**src/rtl/pc_plus_adder_pkg.sv**
```systemverilog
// Shared address-width constant, address type and default reset vector
// for the fetch-stage program counter.
package pc_plus_adder_pkg;

  localparam int unsigned ADDR_WIDTH = 32;

  typedef logic [ADDR_WIDTH-1:0] addr_t;

  localparam addr_t DEFAULT_RESET_PC = '0;

endpackage

```
**src/rtl/pc_plus_adder_pc_incrementer.sv**
```systemverilog
// Combinational pc + STEP adder. It returns the wrapped sum and the carry
// out of the top bit.
module pc_incrementer #(
  parameter int unsigned      WIDTH = 32,
  parameter logic [WIDTH-1:0] STEP  = WIDTH'(1)
) (
  input  logic [WIDTH-1:0] pc,
  output logic [WIDTH-1:0] sum,
  output logic             carry
);

  // One extra bit catches the overflow past 2^WIDTH-1.
  logic [WIDTH:0] full_sum;

  assign full_sum = {1'b0, pc} + {1'b0, STEP};
  assign sum      = full_sum[WIDTH-1:0];
  assign carry    = full_sum[WIDTH];

endmodule

```
**src/rtl/pc_plus_adder.sv**
```systemverilog
// Program counter with built-in incrementer. Update priority is load, then
// enable, then hold. wrap pulses for one cycle after an overflowing increment.
module pc_plus_adder
  import pc_plus_adder_pkg::*;
#(
  parameter int unsigned      WIDTH    = ADDR_WIDTH,
  parameter logic [WIDTH-1:0] STEP     = WIDTH'(1),
  parameter logic [WIDTH-1:0] RESET_PC = WIDTH'(DEFAULT_RESET_PC)
) (
  input  logic             clk,
  input  logic             rst,
  input  logic             enable,
  input  logic             load,
  input  logic [WIDTH-1:0] load_pc,
  output logic [WIDTH-1:0] pc,
  output logic [WIDTH-1:0] pc_plus,
  output logic             wrap
);

  logic [WIDTH-1:0] pc_reg;
  logic [WIDTH-1:0] pc_next;
  logic             wrap_reg;
  logic             wrap_next;
  logic [WIDTH-1:0] inc_sum;
  logic             inc_carry;

  pc_incrementer #(
    .WIDTH (WIDTH),
    .STEP  (STEP)
  ) u_pc_incrementer (
    .pc    (pc_reg),
    .sum   (inc_sum),
    .carry (inc_carry)
  );

  // A load never reports a wrap, even when enable is also high.
  always_comb begin
    pc_next   = pc_reg;
    wrap_next = 1'b0;
    if (load) begin
      pc_next = load_pc;
    end else if (enable) begin
      pc_next   = inc_sum;
      wrap_next = inc_carry;
    end
  end

  always_ff @(posedge clk or negedge rst) begin
    if (!rst) begin
      pc_reg   <= RESET_PC;
      wrap_reg <= 1'b0;
    end else begin
      pc_reg   <= pc_next;
      wrap_reg <= wrap_next;
    end
  end

  assign pc      = pc_reg;
  assign pc_plus = inc_sum;
  assign wrap    = wrap_reg;

endmodule

```
**config.mk**
```make
export PLATFORM = sky130hd
export DESIGN_NAME = pc_plus_adder
export DESIGN_NICKNAME = d
export VERILOG_FILES = /design/src/rtl/pc_plus_adder_pkg.sv /design/src/rtl/pc_plus_adder_pc_incrementer.sv /design/src/rtl/pc_plus_adder.sv
export SDC_FILE = /design/constraint.sdc
export NUM_CORES = 1
export LEC_CHECK = 0
export ABC_CLOCK_PERIOD_IN_PS = 1800
export CAP_MARGIN = 20
export CORE_ASPECT_RATIO = 1.75
export CORE_MARGIN = 2
export CORE_UTILIZATION = 39
export CTS_BUF_LIST = sky130_fd_sc_hd__clkbuf_4 sky130_fd_sc_hd__clkbuf_8
export DETAILED_ROUTE_END_ITERATION = 8
export PLACE_DENSITY_LB_ADDON = 0.12
export SLEW_MARGIN = 20
export SYNTH_ARGS = -nofsm -noshare
export SYNTH_HDL_FRONTEND = slang
export SYNTH_HIERARCHICAL = 1
export SYNTH_SLANG_ARGS = --single-unit
```
**constraint.sdc**
```tcl
create_clock -name clk -period 1.8 [get_ports clk]
set_clock_uncertainty 0.1 [all_clocks]
set_input_delay 0.36 -clock clk [delete_from_list [all_inputs] [get_ports clk]]
set_output_delay 0.36 -clock clk [all_outputs]
set_load 0.02 [all_outputs]
```
==> results.md, run 1 <==
* Fillcell total at approximately 300
* Type of destination of the critical path: primary output
* Initial antenna violation count at 0
* Post-synth cell types at 30
* Synth Register Bits at 33
* Crit path largest cell delay at between 0.3 and 0.4 ns
* Via count at approximately 2,600
* Worst Path Class, Setup: reg -> out
* Worst Max-Slew Pin Slew at approximately 0.46 ns
* Clock latency at the later pin of the worst-skew pair at ~0.28 ns
* IO Pins at between 100 and 150
* Final Util at 0.8627
* Reg area at 854.6 um2
* Ys Warns at 6
* Most frequent cells in the layout: buf_4, nand2_1, buf_6
* Data arrival, critical path at ~2.0 ns
* # DRC at 0
* GRT Overall Usage at 0.2703
* Global-route wire length before repair at 13,120 um
* Max-cap violations at 0
* TritonCTS buffer count at 5
* # diodes at 0
* Cells after synthesis at between 200 and 250
* GRT overflow at 0
* Slew HR at 0.6939
* RSZ-0062 raised after global routing: true
* Worst Hold Class: in -> async
* Core box area at about 5500 um2
* Detailed Route WL at 8946 um
* Leakage at 0.002341 uW
* Clock slew at reported path FFs at about 0.07 ns
* Worst-case clock buffer depth at 2
* Achievable clock frequency at a little over 0.4 GHz
* Vias in the first global route at between 2,000 and 3,000
* Critical path's top delay family: simple AND/OR/NAND/NOR gates
* Clock Tree Root: clkbuf_8
* Setup violations, final at 52
* Commonest non-fill, non-tap cell in the layout: buf_4
* Setup WS post-layout at -0.6263 ns
* Design Area, Final at 4780 um2
* Register area share after synthesis at 0.3693
* GP Congestion at just over 0.8
* Post-route ant nets at 0
* Crit-path max FO at 5
* WL/cell at roughly 17 um
* Multi-input logic area at roughly 1900 um2
* Outcome: finished, violations left
* Final hold violation count at 0
* Syn Std Cell Area at 2236 um2
* CTS Hold Bufs at 0
* Max stage delay cell, worst path: dfrtp_2
* Area delta synth->final at 113.8%
* CTS sink cnt at 33
* Pwr/cell area at between 600 and 700 nW/um2
* Drt pass-1 iters at 4
* Pre-CTS WS at -0.7665 ns
* Worst Path Required at ~1.3 ns
* Area after DPL at 3930 um2
* Chip width at slightly above 60 um
* Failing checks: setup timing
* Slew Viols, Final at 0
* Worst setup SP type: flop
* Tmin final at roughly 2.4 ns
* Die Area at 6379 um2
* Nets@finish at 472
* HPWL Detailed at between 5000 and 6000 um
* Vias per inst at between 5 and 6
* Starting Density at 0.4036
* 1st-iter DRT viols at slightly below 80
* H-tree depth at 2
* Worst path bufs/invs at 2
* Flip-flop count of the largest register after layout at 32
* VDD IR max at slightly below 700 uV
* Die height at approximately 100 um
* Synthesized net count at about 280
* Share of cells above drive strength 1 at 0.5436
* Crit-path cells: and4_4, nand4_4, buf_12, nor4_4, xor2_2, buf_6
* Largest net degree at the start of global routing at 38
* Port bufs at 100
* CTS tree: done
* Synthesized area per cell at between 9 and 10 um2
* Standard-cell rows at 36
* Fin crit share at 1.348
## worst paths after layout
kind	cells past startpoint	slack (ns)	endpoint	start
setup / recovery	6	-0.63	pc_plus[29]	pc[9]$_DFFE_PN0P_
hold reg to reg	3	0.61	pc[26]$_DFFE_PN0P_	pc[26]$_DFFE_PN0P_
setup reg to reg	9	-0.24	pc[30]$_DFFE_PN0P_	pc[4]$_DFFE_PN0P_
max in group asynchronous	2	1.23	pc[3]$_DFFE_PN0P_	rst
hold / removal	2	0.004	pc[26]$_DFFE_PN0P_	rst
min in group clk	3	0.38	pc[21]$_DFFE_PN0P_	load
## what timing repair did
action                     4_1_cts  5_1_grt
setup endpoints to repair       79       50
setup buffers                   35       20
pin swaps                       36       44
gates resized for setup        258       32
## worst reg2reg max path, stage by stage (launching register included)
cell     delay (ns)
dfrtp_2        0.38
and4_4         0.28
buf_6          0.11
nand4_4        0.12
buf_12         0.18
nor4_4         0.27
xor2_2         0.20
buf_4          0.13
mux2i_1        0.06
o21ai_1        0.13
## through the flow
step	total power [uW]	instances	TNS (ns)	hold WS (ns)
final	2893	512	-15.84	0.004165
after global placement	2114	457	-17.78	0.3177
after detailed placement	2126	457	-18.68	0.3195
after global routing	3027	512	-19.61	0.04218
after CTS	2777	498	-12.70	0.01418
after floorplan	1506	239	-7.338	-0.03559
## power breakdown
| group | switching, uW | internal (uW) |
|---|---|---|
| clock | 283 | 321 |
| sequential | 76.7 | 829 |
| combinational | 701 | 683 |
| total | 1060 | 1830 |
## Yosys cell counts
library cell | number | area [um2]
buf_2 | 7 | 35.03
or3_1 | 1 | 6.260
nand3_1 | 10 | 50.05
nor4_2 | 2 | 25.02
xnor2_1 | 19 | 166.4
buf_12 | 3 | 60.06
nand4_2 | 2 | 25.02
and4_2 | 1 | 10.01
nand4_4 | 1 | 21.27
nor3_1 | 6 | 30.03
nor2_1 | 2 | 7.510
nor4_1 | 6 | 37.54
o21ai_1 | 29 | 145.1
clkbuf_1 | 2 | 7.510
and4_4 | 1 | 11.26
dfrtp_1 | 33 | 825.8
o21ai_0 | 3 | 15.01
xor2_1 | 11 | 96.34
nand4b_1 | 1 | 8.760
mux2i_1 | 32 | 320.3
and3_1 | 5 | 31.28
nand4_1 | 4 | 25.02
and4_1 | 2 | 17.52
or3_4 | 1 | 11.26
and2_1 | 1 | 6.260
nand2_1 | 44 | 165.2
nand3_4 | 1 | 17.52
buf_6 | 2 | 22.52
ha_1 | 1 | 12.51
inv_1 | 6 | 22.52
## metal layers
layer  global-route usage  vias up  part of all wire
li1                     -     1216                 -
met1               0.2861     1281              0.34
met2               0.5152      113              0.60
met3              0.04229       16             0.038
met4              0.06832        0             0.019
met5                    0        -                 0
## final cells by class
class	instances	area share
clock buffer	8	0.01911
inverter	6	0.004712
multi-input combinational	186	0.3872
sequential	33	0.1788
tap	76	0.01990
timing repair buffer	203	0.3903
## cells by family after synthesis
group                      after synthesis  synth area share
xor gates and xnor gates                30            0.1175
and+or+nand+nor                         91            0.2266
buffers and inverters                   20           0.06603
DFF                                     33            0.3693
AOI/OAI and AO/OA                       32           0.07163
adders and majority gates                1          0.005595
muxes                                   32            0.1433
Note: power is estimated with default switching activity, not from simulation.
==> inputs of run 2 (changes only) <==
- ABC_CLOCK_PERIOD_IN_PS: 1800 -> 2800
- CAP_MARGIN: 20 -> 30
- CORE_UTILIZATION: 39 -> 47
- SKIP_LAST_GASP: unset -> 1
- clock period: 1.8 -> 2.8 ns (I/O delays scaled with it)
==> run 2 against run 1 <==
The flow now finishes without violations. Die area fell by 16%. Combinational power fell by 50%. Setup slack improved by 0.69 ns. Sequential power fell by 37%. First-iteration DRC count fell by 6.3%. Non-clock buffer count fell by 64. Sequential share of layout area rose by 5.4 points. Clock power fell by 41%. Power fell by 44%. Critical path depth did not move.
==> results.md, run 2 (synthesis results as in run 1) <==
* Global-route wire length before repair at 10,660 um (-19%)
* Design Area, Final at 3553 um2 (-26%)
* Most frequent cells in the layout: clkdlybuf4s50_1, nand2_1, buf_4
* RSZ-0062 raised after global routing: true
* WP depth at 6 (unchanged)
* Leakage at 0.001645 uW (-30%)
* # DRC at 0 (unchanged)
* Worst Max-Slew Pin Slew at 0.7420 ns (+0.2829 ns)
* Critical path's top delay family: simple AND/OR/NAND/NOR gates
* Worst setup SP type: flop
* Vias in the first global route at 2,351 (-13%)
* Slew Viols, Final at 0 (unchanged)
* Max-cap violations at 0 (unchanged)
* Type of destination of the critical path: primary output
* GRT overflow at 0 (unchanged)
* H-tree depth at 2 (unchanged)
* Via count at 2,327 (-11%)
* 1st-iter DRT viols at 74 (-6.3%)
* Drt pass-1 iters at 4 (unchanged)
* Crit-path cells: and4_2, buf_4, and4_1, nand3_1, xnor2_1, clkdlybuf4s15_1
* Max stage delay cell, worst path: dfrtp_1
* Tmin final at 2.740 ns
* Core box area at 4624 um2 (-17%)
* Pwr/cell area at 453.5 nW/um2 (-25%)
* Worst Path Class, Setup: reg -> out
* Port bufs at 100 (unchanged)
* GRT Overall Usage at 0.2548 (-0.01558)
* WL/cell at 15.65 um (-10%)
* Crit-path max FO at 5 (unchanged)
* Area delta synth->final at 58.93%
* # diodes at 0 (unchanged)
* Area after DPL at 3430 um2 (-13%)
* Largest net degree at the start of global routing at 34 (-11%)
* Worst-case clock buffer depth at 2 (unchanged)
* Nets@finish at 408 (-14%)
* Die height at 95.24 um (-8.6%)
* Clock latency at the later pin of the worst-skew pair at 0.29 ns (about the same)
* Hold WS at 0.2282 ns (+0.2241 ns)
* CTS sink cnt at 33 (unchanged)
* Pre-CTS WS at -0.06286 ns (+0.7036 ns)
* Standard-cell rows at 33 (-8.3%)
* Chip width at 56.14 um (-8.3%)
* HPWL Detailed at 4823 um (-7.6%)
* Worst Path Required at 2.14 ns (+0.80 ns)
* Setup WS post-layout at 0.06040 ns (+0.6867 ns)
* Flip-flop count of the largest register after layout at 32 (unchanged)
* Fin crit share at 0.9784
* Slew HR at 0.5053 (-0.1886)
* Clock Tree Root: clkbuf_8
* GP Congestion at 0.8468 (+2.0%)
* Crit path largest cell delay at 0.35 ns (-0.03 ns)
* FF-to-FF path depth at 8 (-1)
* IO Pins at 101 (unchanged)
* Share of cells above drive strength 1 at 0.2124 (-0.3312)
* CTS tree: done
* Die Area at 5347 um2 (-16%)
* Detailed Route WL at 6637 um (-26%)
* Data arrival, critical path at 2.08 ns (+0.11 ns)
* Commonest non-fill, non-tap cell in the layout: clkdlybuf4s50_1
* Fillcell total at 356 (+21%)
* Initial antenna violation count at 0 (unchanged)
* Outcome: finished, final reports clean
* Final hold violation count at 0 (unchanged)
* Vias per inst at 5.488 (+7.0%)
* Achievable clock frequency at about 0.37 GHz
* Worst path bufs/invs at 2 (unchanged)
* Post-route ant nets at 0 (unchanged)
* TritonCTS buffer count at 5 (unchanged)
* VDD IR max at 377.5 uV (-45%)
* Setup violations, final at 0 (-100%)
* Starting Density at 0.4835 (+0.07993)
* Clock slew at reported path FFs at 0.07 ns (about the same)
* Worst Hold Class: in -> async
-- run 2: path summary, 6_finish.rpt --
path	from	endpoint	slack (ns)
max in group asynchronous	rst	pc[1]$_DFFE_PN0P_	1.84
min reg2reg	pc[24]$_DFFE_PN0P_	pc[24]$_DFFE_PN0P_	0.53
max	pc[2]$_DFFE_PN0P_	pc_plus[17]	0.06
min	rst	pc[26]$_DFFE_PN0P_	0.23
max reg2reg	pc[18]$_DFFE_PN0P_	pc[25]$_DFFE_PN0P_	0.71
min in group clk	pc[24]$_DFFE_PN0P_	pc[24]$_DFFE_PN0P_	0.53
-- run 2: final cells by class --
type,instances,area [um2],share of cell area
multi-input cells,186,1320,0.3715
clock inverters,2,10.01,0.002817
flip-flops and latches,33,827.0,0.2327
repair buffers,139,1232,0.3468
inverters,6,22.52,0.006338
well taps,52,65.06,0.01831
clock buffers,6,76.32,0.02148
-- run 2: layer usage --
layer,vias up,share of wire,GRT usage
met5,-,0,0
met4,0,0.024,0.1091
met3,12,0.049,0.04749
met2,81,0.56,0.4931
met1,1129,0.36,0.2617
li1,1105,-,-
-- run 2: power breakdown --
part | switching [uW] | leakage [uW] | internal (uW) | total, uW
Clock | 174 | 0.0000484 | 182 | 355
Combinational | 356 | 0.00120 | 329 | 685
Sequential | 44.2 | 0.000402 | 527 | 571
-- run 2: timing repair --
action | 4_1_cts | 5_1_grt
gates resized for setup | 29 | 30
pin swaps | 0 | 2
hold buffers | 0 | 0
endpoints found under the setup margin | 24 | 17
buffers inserted | 0 | 5
-- run 2: per-stage QoR --
| step | util | TNS [ns] | std cells | power [uW] |
|---|---|---|---|---|
| final | 0.7684 | 0 | 424 | 1611 |
| after detailed placement | 0.7416 | -0.2550 | 411 | 1286 |
| after global placement | 0.7416 | 0 | 411 | 1276 |
| after floorplan | - | 0 | 239 | 919.0 |
| after global routing | 0.7684 | -0.09523 | 424 | 1700 |
| after CTS | 0.7595 | -0.2307 | 419 | 1621 |
-- run 2: worst register-to-register path, stage by stage, from the launching register on --
cell	delay (ns)
dfrtp_1	0.37
nand4_2	0.18
buf_4	0.19
or3_1	0.36
nor3_1	0.27
xor2_1	0.13
buf_4	0.15
mux2i_1	0.14
o21ai_1	0.08
